## src/rtl/s2p_load_scheduler_pkg.sv

```systemverilog
// Shared types for the seq2parallel load scheduler: lane-state encoding,
// the per-beat tag carried down the read-latency pipe, and arbitration helpers.
package s2p_load_scheduler_pkg;

    localparam int KERNEL_WIDTH = 3;   // words per parallel row
    localparam int DATA_WIDTH   = 16;  // SRAM word width

    typedef enum logic [2:0] {
        LANE_IDLE  = 3'd0,
        LANE_REQ   = 3'd1,
        LANE_FETCH = 3'd2,
        LANE_FULL  = 3'd3,
        LANE_FIN   = 3'd4
    } lane_state_e;

    // One entry per SRAM read beat, delayed by the read latency so that
    // begin_serial and fill_done line up with data on in_serial.
    typedef struct packed {
        logic valid;
        logic first;
        logic last;
        logic lane;
    } beat_tag_t;

    // Round-robin pick: the pointer only matters when both lanes ask.
    function automatic logic rr_pick(input logic [1:0] req, input logic ptr);
        if (req == 2'b11) return ptr;
        return req[1];
    endfunction

    function automatic logic [1:0] lane_onehot(input logic lane);
        return lane ? 2'b10 : 2'b01;
    endfunction

endpackage

```

## src/rtl/s2p_load_scheduler_if.sv

```systemverilog
// Job configuration, PE row requests, SRAM read port and seq2parallel controls.
// master = scheduler side, slave = surrounding datapath side.
interface s2p_load_scheduler_if #(
    parameter int ADDR_W = 12,
    parameter int ROW_W  = 8
);
    logic              cfg_start;
    logic [ADDR_W-1:0] cfg_act_base;
    logic [ADDR_W-1:0] cfg_wgt_base;
    logic [ROW_W-1:0]  cfg_rows;
    logic [1:0]        row_req;
    logic              rd_en;
    logic [ADDR_W-1:0] rd_addr;
    logic [1:0]        begin_serial;
    logic [1:0]        refresh;
    logic              busy;
    logic              done;

    modport master (
        input  cfg_start, cfg_act_base, cfg_wgt_base, cfg_rows, row_req,
        output rd_en, rd_addr, begin_serial, refresh, busy, done
    );

    modport slave (
        output cfg_start, cfg_act_base, cfg_wgt_base, cfg_rows, row_req,
        input  rd_en, rd_addr, begin_serial, refresh, busy, done
    );
endinterface

```

## src/rtl/s2p_lane_fsm.sv

```systemverilog
// Per-lane sequencer: requests the read port, waits for the shadow register
// to fill, then hands the row to the PE on row_req and counts rows.
module s2p_lane_fsm
    import s2p_load_scheduler_pkg::*;
#(
    parameter int NUM    = KERNEL_WIDTH,
    parameter int ADDR_W = 12,
    parameter int ROW_W  = 8
) (
    input  logic              clk,
    input  logic              reset,
    input  logic              start,      // job start with a non-zero row count
    input  logic [ADDR_W-1:0] base,
    input  logic [ROW_W-1:0]  rows,
    input  logic              grant,
    input  logic              addr_adv,   // last beat of this lane's burst
    input  logic              fill_done,  // last word lands in the shadow register
    input  logic              row_req,
    input  logic              clear,      // job done, return to IDLE
    output logic              req,
    output logic              refresh,
    output lane_state_e       state,
    output logic [ADDR_W-1:0] lane_addr
);

    lane_state_e       state_nxt;
    logic [ROW_W-1:0]  row_cnt, row_cnt_nxt, row_inc;
    logic [ADDR_W-1:0] lane_addr_nxt;

    assign row_inc = row_cnt + ROW_W'(1);

    // State, row counter and fetch address registers.
    always_ff @(posedge clk or negedge reset) begin
        if (!reset) begin
            state     <= LANE_IDLE;
            row_cnt   <= '0;
            lane_addr <= '0;
        end else begin
            // NOTE: non-blocking so every flop samples pre-edge values, independent of statement order.
            state     <= state_nxt;
            row_cnt   <= row_cnt_nxt;
            lane_addr <= lane_addr_nxt;
        end
    end

    // Next-state and request/refresh decode.
    always_comb begin
        // NOTE: defaults first so no branch leaves a signal unassigned and infers a latch.
        state_nxt     = state;
        row_cnt_nxt   = row_cnt;
        lane_addr_nxt = lane_addr;
        req           = 1'b0;
        refresh       = 1'b0;
        case (state)
            LANE_IDLE: begin
                if (start) begin
                    state_nxt     = LANE_REQ;
                    row_cnt_nxt   = '0;
                    lane_addr_nxt = base;
                end
            end
            LANE_REQ: begin
                req = 1'b1;
                if (grant) state_nxt = LANE_FETCH;
            end
            LANE_FETCH: begin
                if (fill_done) state_nxt = LANE_FULL;
            end
            LANE_FULL: begin
                // row_req is a level, so a request raised earlier simply waits here.
                if (row_req) begin
                    refresh     = 1'b1;
                    row_cnt_nxt = row_inc;
                    state_nxt   = (row_inc < rows) ? LANE_REQ : LANE_FIN;
                end
            end
            LANE_FIN: begin
                if (clear) state_nxt = LANE_IDLE;
            end
            default: state_nxt = LANE_IDLE;
        endcase
        // The address steps past the burst once its last beat has been issued.
        if (addr_adv) lane_addr_nxt = lane_addr + ADDR_W'(NUM);
    end

endmodule

```

## src/rtl/s2p_load_scheduler.sv

```systemverilog
// Shares one SRAM read port and the in_serial bus between the activation
// (lane 0) and weight (lane 1) seq2parallel instances. Each grant issues an
// unstalled NUM-beat burst; begin_serial fires with the first returned word.
module s2p_load_scheduler
    import s2p_load_scheduler_pkg::*;
#(
    parameter int NUM    = KERNEL_WIDTH,
    parameter int ADDR_W = 12,
    parameter int ROW_W  = 8,
    parameter int RD_LAT = 1
) (
    input logic                   clk,
    input logic                   reset,
    s2p_load_scheduler_if.master  bus
);

    localparam int CNT_W = $clog2(NUM) + 1;

    logic              job_q, rr_ptr, burst_lane, start_job, lane_start, done, lanes_end;
    logic [ROW_W-1:0]  rows_q;
    logic [CNT_W-1:0]  burst_cnt;
    logic [ADDR_W-1:0] burst_addr, rd_addr_c;
    logic              grant_any, grant_lane;
    logic [1:0]        req, grant, refresh, addr_adv, fill_done, begin_c;
    lane_state_e       lane_state [2];
    logic [ADDR_W-1:0] lane_addr [2];
    beat_tag_t         cur_tag, out_tag;
    beat_tag_t         pipe [RD_LAT];

    // A cfg_start arriving while a job runs (including its done cycle) is dropped.
    assign start_job  = bus.cfg_start && !job_q;
    assign lane_start = start_job && (bus.cfg_rows != '0);
    assign lanes_end  = (lane_state[0] == LANE_IDLE || lane_state[0] == LANE_FIN) &&
                        (lane_state[1] == LANE_IDLE || lane_state[1] == LANE_FIN);
    assign done       = job_q && lanes_end;

    for (genvar l = 0; l < 2; l++) begin : g_lane
        s2p_lane_fsm #(.NUM(NUM), .ADDR_W(ADDR_W), .ROW_W(ROW_W)) u_lane (
            .clk       (clk),
            .reset     (reset),
            .start     (lane_start),
            .base      (l == 0 ? bus.cfg_act_base : bus.cfg_wgt_base),
            .rows      (rows_q),
            .grant     (grant[l]),
            .addr_adv  (addr_adv[l]),
            .fill_done (fill_done[l]),
            .row_req   (bus.row_req[l]),
            .clear     (done),
            .req       (req[l]),
            .refresh   (refresh[l]),
            .state     (lane_state[l]),
            .lane_addr (lane_addr[l])
        );
    end

    // Arbitration and current-beat decode; a grant only happens on an idle port.
    always_comb begin
        grant_any     = (burst_cnt == '0) && (req != 2'b00);
        grant_lane    = rr_pick(req, rr_ptr);
        grant         = grant_any ? lane_onehot(grant_lane) : 2'b00;
        cur_tag       = '0;
        cur_tag.valid = grant_any || (burst_cnt != '0);
        cur_tag.first = grant_any;
        cur_tag.last  = grant_any ? (NUM == 1) : (burst_cnt == CNT_W'(1));
        cur_tag.lane  = grant_any ? grant_lane : burst_lane;
        rd_addr_c     = grant_any ? lane_addr[grant_lane] :
                        ((burst_cnt != '0) ? burst_addr : '0);
        addr_adv      = (cur_tag.valid && cur_tag.last) ? lane_onehot(cur_tag.lane) : 2'b00;
    end

    // Job flag, latched row count, RR pointer and burst sequencer.
    always_ff @(posedge clk or negedge reset) begin
        if (!reset) begin
            job_q      <= 1'b0;
            rows_q     <= '0;
            rr_ptr     <= 1'b0;
            burst_cnt  <= '0;
            burst_lane <= 1'b0;
            burst_addr <= '0;
        end else begin
            if (start_job) begin
                job_q  <= 1'b1;
                rows_q <= bus.cfg_rows;
            end else if (done) begin
                job_q  <= 1'b0;
            end
            if (grant_any) begin
                burst_cnt  <= CNT_W'(NUM - 1);
                burst_lane <= grant_lane;
                burst_addr <= lane_addr[grant_lane] + ADDR_W'(1);
                rr_ptr     <= ~grant_lane;
            end else if (burst_cnt != '0) begin
                burst_cnt  <= burst_cnt - CNT_W'(1);
                burst_addr <= burst_addr + ADDR_W'(1);
            end
        end
    end

    // Delay beat tags by the SRAM read latency.
    always_ff @(posedge clk or negedge reset) begin
        if (!reset) begin
            // NOTE: this pipe is flops, so it is reset; a RAM-backed store would be left unreset.
            for (int i = 0; i < RD_LAT; i++) pipe[i] <= '0;
        end else begin
            pipe[0] <= cur_tag;
            for (int i = 1; i < RD_LAT; i++) pipe[i] <= pipe[i-1];
        end
    end

    // Align begin_serial and fill_done with the data returning on in_serial.
    always_comb begin
        out_tag   = pipe[RD_LAT-1];
        begin_c   = (out_tag.valid && out_tag.first) ? lane_onehot(out_tag.lane) : 2'b00;
        fill_done = (out_tag.valid && out_tag.last)  ? lane_onehot(out_tag.lane) : 2'b00;
    end

    assign bus.rd_en        = cur_tag.valid;
    assign bus.rd_addr      = rd_addr_c;
    assign bus.begin_serial = begin_c;
    assign bus.refresh      = refresh;
    assign bus.busy         = job_q && !done;
    assign bus.done         = done;

endmodule

```

## src/flat_wrapper.sv

```systemverilog
// flat-port wrapper written by rule: the top's interface ports become plain ports
module s2p_load_scheduler_flat import s2p_load_scheduler_pkg::*;
#(
    parameter int NUM    = KERNEL_WIDTH,
    parameter int ADDR_W = 12,
    parameter int ROW_W  = 8,
    parameter int RD_LAT = 1
)
  (clk, reset, bus_cfg_start, bus_cfg_act_base, bus_cfg_wgt_base, bus_cfg_rows, bus_row_req, bus_rd_en, bus_rd_addr, bus_begin_serial, bus_refresh, bus_busy, bus_done);
  s2p_load_scheduler_if #(.ADDR_W(ADDR_W), .ROW_W(ROW_W)) bus_i ();
  input logic clk;
  input logic reset;
  input wire logic [$bits(bus_i.cfg_start)-1:0] bus_cfg_start;
  input wire logic [$bits(bus_i.cfg_act_base)-1:0] bus_cfg_act_base;
  input wire logic [$bits(bus_i.cfg_wgt_base)-1:0] bus_cfg_wgt_base;
  input wire logic [$bits(bus_i.cfg_rows)-1:0] bus_cfg_rows;
  input wire logic [$bits(bus_i.row_req)-1:0] bus_row_req;
  output wire logic [$bits(bus_i.rd_en)-1:0] bus_rd_en;
  output wire logic [$bits(bus_i.rd_addr)-1:0] bus_rd_addr;
  output wire logic [$bits(bus_i.begin_serial)-1:0] bus_begin_serial;
  output wire logic [$bits(bus_i.refresh)-1:0] bus_refresh;
  output wire logic [$bits(bus_i.busy)-1:0] bus_busy;
  output wire logic [$bits(bus_i.done)-1:0] bus_done;
  assign bus_i.cfg_start = bus_cfg_start;
  assign bus_i.cfg_act_base = bus_cfg_act_base;
  assign bus_i.cfg_wgt_base = bus_cfg_wgt_base;
  assign bus_i.cfg_rows = bus_cfg_rows;
  assign bus_i.row_req = bus_row_req;
  assign bus_rd_en = bus_i.rd_en;
  assign bus_rd_addr = bus_i.rd_addr;
  assign bus_begin_serial = bus_i.begin_serial;
  assign bus_refresh = bus_i.refresh;
  assign bus_busy = bus_i.busy;
  assign bus_done = bus_i.done;
  s2p_load_scheduler #(.NUM(NUM), .ADDR_W(ADDR_W), .ROW_W(ROW_W), .RD_LAT(RD_LAT)) u_core (.clk(clk), .reset(reset), .bus(bus_i));
endmodule
```

## config.mk

```make
export PLATFORM = sky130hd
export DESIGN_NAME = s2p_load_scheduler_flat
export DESIGN_NICKNAME = d
export VERILOG_FILES = /design/src/rtl/s2p_load_scheduler_pkg.sv /design/src/rtl/s2p_load_scheduler_if.sv /design/src/rtl/s2p_lane_fsm.sv /design/src/rtl/s2p_load_scheduler.sv /design/src/flat_wrapper.sv
export SDC_FILE = /design/constraint.sdc
export NUM_CORES = 1
export LEC_CHECK = 0
export ABC_AREA = 1
export BUFFER_PORTS_ARGS = -buffer_cell sky130_fd_sc_hd__buf_2
export CAP_MARGIN = 25
export CORE_UTILIZATION = 54
export DETAILED_ROUTE_END_ITERATION = 12
export PLACE_DENSITY_LB_ADDON = 0.25
export SETUP_SLACK_MARGIN = 0.05
export SLEW_MARGIN = 20
export SYNTH_ARGS = -nofsm -noshare
export SYNTH_HDL_FRONTEND = slang
export SYNTH_SLANG_ARGS = --single-unit
```

## constraint.sdc

```tcl
create_clock -name clk -period 5.6 [get_ports clk]
set_clock_uncertainty 0.15 [all_clocks]
set_input_delay 1.12 -clock clk [delete_from_list [all_inputs] [get_ports clk]]
set_output_delay 1.12 -clock clk [all_outputs]
set_load 0.02 [all_outputs]
```

Word-level counts from Yosys, hierarchy flattened
Cells that the tools add are included.

Output and inout port bits: 19. Input port bits: 37. Register bits after elaboration: 75.

Bitwise operators: 2. Equality and inequality tests: 20. $add $sub $neg: 7. Order comparisons: 3. Reductions and logical operators: 34. Multiplexer cells: 52.

Operator list (count): 12-bit 2-to-1 mux (13); 3-bit 2-to-1 mux (12); 8-bit case mux with 2 select lines (2); 3-bit case mux with 5 select lines (2); 12-bit by 1-bit adder with 12-bit output, second input constant (2); 12-bit by 2-bit adder with 12-bit output, second input constant (2); 8-bit 2-to-1 mux (3); 2-bit nonzero test (9); 8-bit by 1-bit adder with 8-bit output, second input constant (2); 8-bit < comparator (2); 2-bit 2-to-1 mux (7); 1-bit 2-to-1 mux (13); 3-bit by 2-bit equality test with 1-bit output, second input constant (4); 2-bit by 1-bit inequality test with 1-bit output, second input constant (6); 5-bit AND reduction (2); 3-bit by 1-bit equality test with 1-bit output, second input constant (3); 1-bit logical AND (9); 3-bit zero test (3); 2-bit inequality test, second input constant (4); 8-bit nonzero test (1); 3-bit equality test, second input constant (2); 3-bit AND reduction (2); 2-bit AND reduction (2); 1-bit logical OR (3); other kinds (7) (8).

Longest topological paths before layout
Word-level depth: 11. Depth in mapped cells: 15.

Modules after synthesis
Synthesis repeated with hierarchy kept, for this count alone.

Cell total of the unflattened synthesis: 750. Area, all modules: 5393.9 um^2.

By module, submodules not included: s2p_load_scheduler (sequential area each 725.7 um^2, area an instance 2014.4 um^2, cells an instance 282, instances 1); s2p_lane_fsm at u_core.g_lane[1].u_lane (sequential area each 575.6 um^2, area an instance 1707.9 um^2, cells an instance 235, instances 1); s2p_lane_fsm at u_core.g_lane[0].u_lane (sequential area each 575.6 um^2, area an instance 1671.6 um^2, cells an instance 233, instances 1).

Worst setup path after synthesis
No wires, ideal clock.

Path kind: flip-flop to output port. Start point: reg u_core.burst_cnt[0]. End point: out bus_rd_addr[11]. Buffers on the path: 1. Data required time: 4330 ps. Slack: 2737 ps. Cell stages (with the launch flop): 12. Data arrival time: 1593 ps. Cell sequence: dfrtp_1 > inv_1 > ha_1 > nand2_4 > inv_4 > nand2_8 > clkbuf_8 > nor2_4 > nand2_1 > o21ai_0 > inv_1 > o21ai_0.

Longest elaborated chain between the ends: 3. Elaborated cells between the ends (all ways): 5. Classes of those cells: 2 x mux; 3 x reduce/logical.

RTL lines: from (decl) (line s2p_load_scheduler.sv:21) `logic [CNT_W-1:0] burst_cnt;`; from (signal assigned) (line s2p_load_scheduler.sv:88) `burst_cnt <= CNT_W'(NUM - 1);`; from (signal assigned) (line s2p_load_scheduler.sv:93) `burst_cnt <= burst_cnt - CNT_W'(1);`; 3-bit nonzero test or 3-bit zero test (tied branches) (line s2p_load_scheduler.sv:67, s2p_load_scheduler.sv:58); 12-bit 2-to-1 mux or 1-bit logical AND (tied branches) (line s2p_load_scheduler.sv:67, s2p_load_scheduler.sv:58); 12-bit 2-to-1 mux * (line s2p_load_scheduler.sv:66) `rd_addr_c = grant_any ? lane_addr[grant_lane] :`; to (decl) (line flat_wrapper.sv:19) `output wire logic [$bits(bus_i.rd_addr)-1:0] bus_rd_addr;`.

Every way passes the cells marked *; elsewhere a longest branch is shown, timed or not.

Worst setup path after layout
Start point: reg u_core.burst_cnt[0]. End point: out bus_rd_en.

Longest elaborated chain between the ends: 3. Elaborated cells between the ends (all ways): 4. Classes of those cells: 4 x reduce/logical.

RTL lines: 3-bit zero test (line s2p_load_scheduler.sv:58) `grant_any = (burst_cnt == '0) && (req != 2'b00);`; 1-bit logical AND (line s2p_load_scheduler.sv:58); 1-bit logical OR * (line s2p_load_scheduler.sv:62) `cur_tag.valid = grant_any || (burst_cnt != '0);`; to (decl) (line flat_wrapper.sv:18) `output wire logic [$bits(bus_i.rd_en)-1:0] bus_rd_en;`.

Marks and branches as above.

==> results.md <==
* Status: finished, final reports clean
* Final ANT Viol Nets at 0
* First-pass GRT wire length at 19800 um
* Die Width at 99.4 um
* Max_slew headroom at 48.0%
* Synthesized area at 5120 um^2
* CTS resizes at 0
* Synth area leaders: dfrtp_1, nand2_1, inv_1
* Final setup vio count at 0
* Total global-route track usage at 25.3%
* Initial Util at 55.7%
* Gp weighted congestion at 0.887
* CTS root buf: clkbuf_8
* Tightest Pin Transition at 0.778 ns
* RSZ-0062 raised after global routing: no
* Largest area contributor in the netlist: dfrtp_1
* Starting DRT DRC Count at 179
* Post-synthesis sequential area ratio at 36.7%
* # DRC at 0
* IO Port Bufs at 55
* Die height at 99.4 um
* Critical path class: flip-flop to output port
* Layout cells sized above 1 at 18.3%
* Vias per cell at 5.47
* Worst-skew pair later-pin latency at 0.35 ns
* Tcrit/Tclk final at 68.8%
* Initial antenna violation count at 0
* Static leakage at 2.90 nW
* Post-synth EDFFs at 0
* Post-synthesis net count at 720
* Core Box Area at 9200 um^2
* Max-Cap Viols at 0
* Critical Path Fanout Max at 16
* Fin. Hold Viols at 0
* Area share of the largest cell type after synthesis at 36.7%
* Worst-path clk slew at 0.08 ns
* Tightest Hold Check Type: flip-flop to flip-flop
* Nets at 771
* Setup TNS at 0 ns
* DRT Wirelength at 11600 um
* Syn_area_per_cell at 7.75 um^2
* CP Data Arrival Time at 2.58 ns
* Crit path from: u_core.burst_cnt[0]
* DP Wirelength at 8850 um
* Clk sinks at 75
* Final Non-Filler Cells at 827
* Hold wc startpoint: u_core.g_lane[1].u_lane.lane_addr[0]
* Grt ovf at 0
* DR WL/cell at 14.1 um
* Crit path required time at 4.33 ns
* Ys flop type: dfrtp_1
* Placed Cells at 811
* Pins over their slew limit at 0
* Largest net degree at the start of global routing at 76
* Site row count at 35
* TritonRoute pass-1 iters at 5
* YS warnings at 0
* Ys async rst share at 100%
* Startpoint Class: flip-flop
* Fill cell count at 870
* Tmin final at 3.85 ns
* Setup crit end kind: output port
* Critical R2R Launch: u_core.burst_cnt[0]
* Vias at 4527
* Hold-fix buffers at CTS at 0
* Max IR drop VDD at 415 uV
* Yosys reg bits at 75
* Die footprint at 9870 um^2
* Cells after synthesis at 661
* CTS Buf Count at 9
* Area Growth Syn to Fin at 9.48%
* PwrDens at 559 nW/um^2
* H-tree depth at 3
* WHS at 0.313 ns
* Antenna Cells at 0
* Final design utilization at 61.0%
* Ports at 56
* Post-CTS Setup Inserts at 0
* Clock Tree Buf Depth at 2
* Vias in the first global route at 4328
* Count of cell types in the netlist at 42
* CTS tree: done
* FMAX at 260 MHz
[worst max-delay path, stage by stage, from the launching register on]
cell	delay [ns]
dfrtp_1	0.42
inv_1	0.10
ha_1	0.23
nand2_4	0.13
nor2_1	0.63
inv_1	0.45
buf_2	0.28
[per-stage QoR]
stage	instance area [um^2]	total power, mW	worst slack [ns]
2_1_floorplan	5120	2.35	2.74
3_5_place_dp	5400	2.74	2.15
3_3_place_gp	5400	2.67	2.28
5_1_grt	5610	3.42	1.53
4_1_cts	5580	3.14	1.76
6_report	5610	3.13	1.75
[report_power, final]
group | switching, mW | internal [mW]
combinational | 1.18 | 0.596
sequential | 0.178 | 0.774
clock | 0.200 | 0.203
total | 1.56 | 1.57
[synthesized netlist by cell type, types with 3 or more instances]
master      n
buf_4       5
clkbuf_1    3
ha_1       22
nor2_4      3
xnor2_1     4
o22ai_1     3
o211ai_1    3
o221ai_1   13
o21ai_1     7
a21oi_1    15
inv_2       8
nor3_1     12
o21ai_0    46
xor2_1     23
nor4_1      4
buf_2       3
inv_1      86
nand2_2    11
nand4_1     8
nand3_1    63
nor2_2      8
dfrtp_1    75
nand3_2    15
nand2_4     8
nand2_1   160
nor2_1     31
[metal layers]
metal | up-vias | share of wire [%] | GRT usage, %
li1 | 2267 | - | -
met1 | 2131 | 44 | 32.5
met2 | 105 | 50 | 43.4
met3 | 24 | 3.5 | 3.16
met4 | 0 | 2.4 | 10.3
met5 | - | 0 | 0
[cells in the final DEF (no fill, tap or decap), types with 7 or more instances in the layout]
| master | synthesis | routed |
|---|---|---|
| nor2_1 | 31 | 31 |
| nand3_1 | 63 | 63 |
| nand2_4 | 8 | 8 |
| nor2_2 | 8 | 8 |
| nand2_1 | 160 | 160 |
| o21ai_0 | 46 | 46 |
| buf_2 | 3 | 54 |
| clkbuf_8 | 2 | 9 |
| nor3_1 | 12 | 12 |
| inv_1 | 86 | 86 |
| ha_1 | 22 | 22 |
| nand3_2 | 15 | 15 |
| dfrtp_1 | 75 | 75 |
| a21oi_1 | 15 | 15 |
| nand4_1 | 8 | 8 |
| xor2_1 | 23 | 23 |
| o21ai_1 | 7 | 7 |
| o221ai_1 | 13 | 13 |
| nand2_2 | 11 | 11 |
| inv_2 | 8 | 8 |
[kinds of logic after synthesis]
kind of cell / after synthesis / share of synthesized area (%)
buffers and inverters: 114 / 10.2
AO/OA/AOI/OAI: 95 / 11.1
XOR/XNOR: 27 / 4.62
adder cells (fa/ha/maj): 22 / 5.38
AND/OR/NAND/NOR: 328 / 32.1
flip-flops: 75 / 36.7
[registers in the layout, indices dropped and copies added (netlist names)]
| signal | count |
|---|---|
| u_core.g_lane.u_lane.lane_addr | 24 |
| u_core.g_lane.u_lane.row_cnt | 16 |
| u_core.burst_addr | 12 |
| u_core.rows_q | 8 |
| u_core.g_lane.u_lane.state | 6 |
| u_core.burst_cnt | 3 |
| u_core.out_tag | 3 |
| u_core.burst_lane | 1 |
| u_core.job_q | 1 |
| u_core.rr_ptr | 1 |
[worst paths after layout]
kind	endpoint	slack, ns	cells past startpoint
min in group asynchronous	u_core.rows_q[1]	0.54	1
max reg2reg	u_core.g_lane[0].u_lane.lane_addr[3]	2.78	11
min reg2reg	u_core.g_lane[1].u_lane.lane_addr[0]	0.31	1
max in group asynchronous	u_core.g_lane[1].u_lane.lane_addr[11]	4.16	2
min	u_core.g_lane[1].u_lane.lane_addr[0]	0.31	1
max	bus_rd_en	1.75	6
[layout make-up]
type / count / area [um^2] / share of cell area (%)
Inverter: 98 / 387 / 6.90
Timing Repair Buffer: 56 / 305 / 5.45
Tap cell: 111 / 139 / 2.48
Multi-Input combinational cell: 472 / 2720 / 48.6
Sequential cell: 75 / 1880 / 33.5
Clock inverter: 3 / 40.0 / 0.714
Clock buffer: 12 / 135 / 2.41
(Power assumes the default switching activity.)
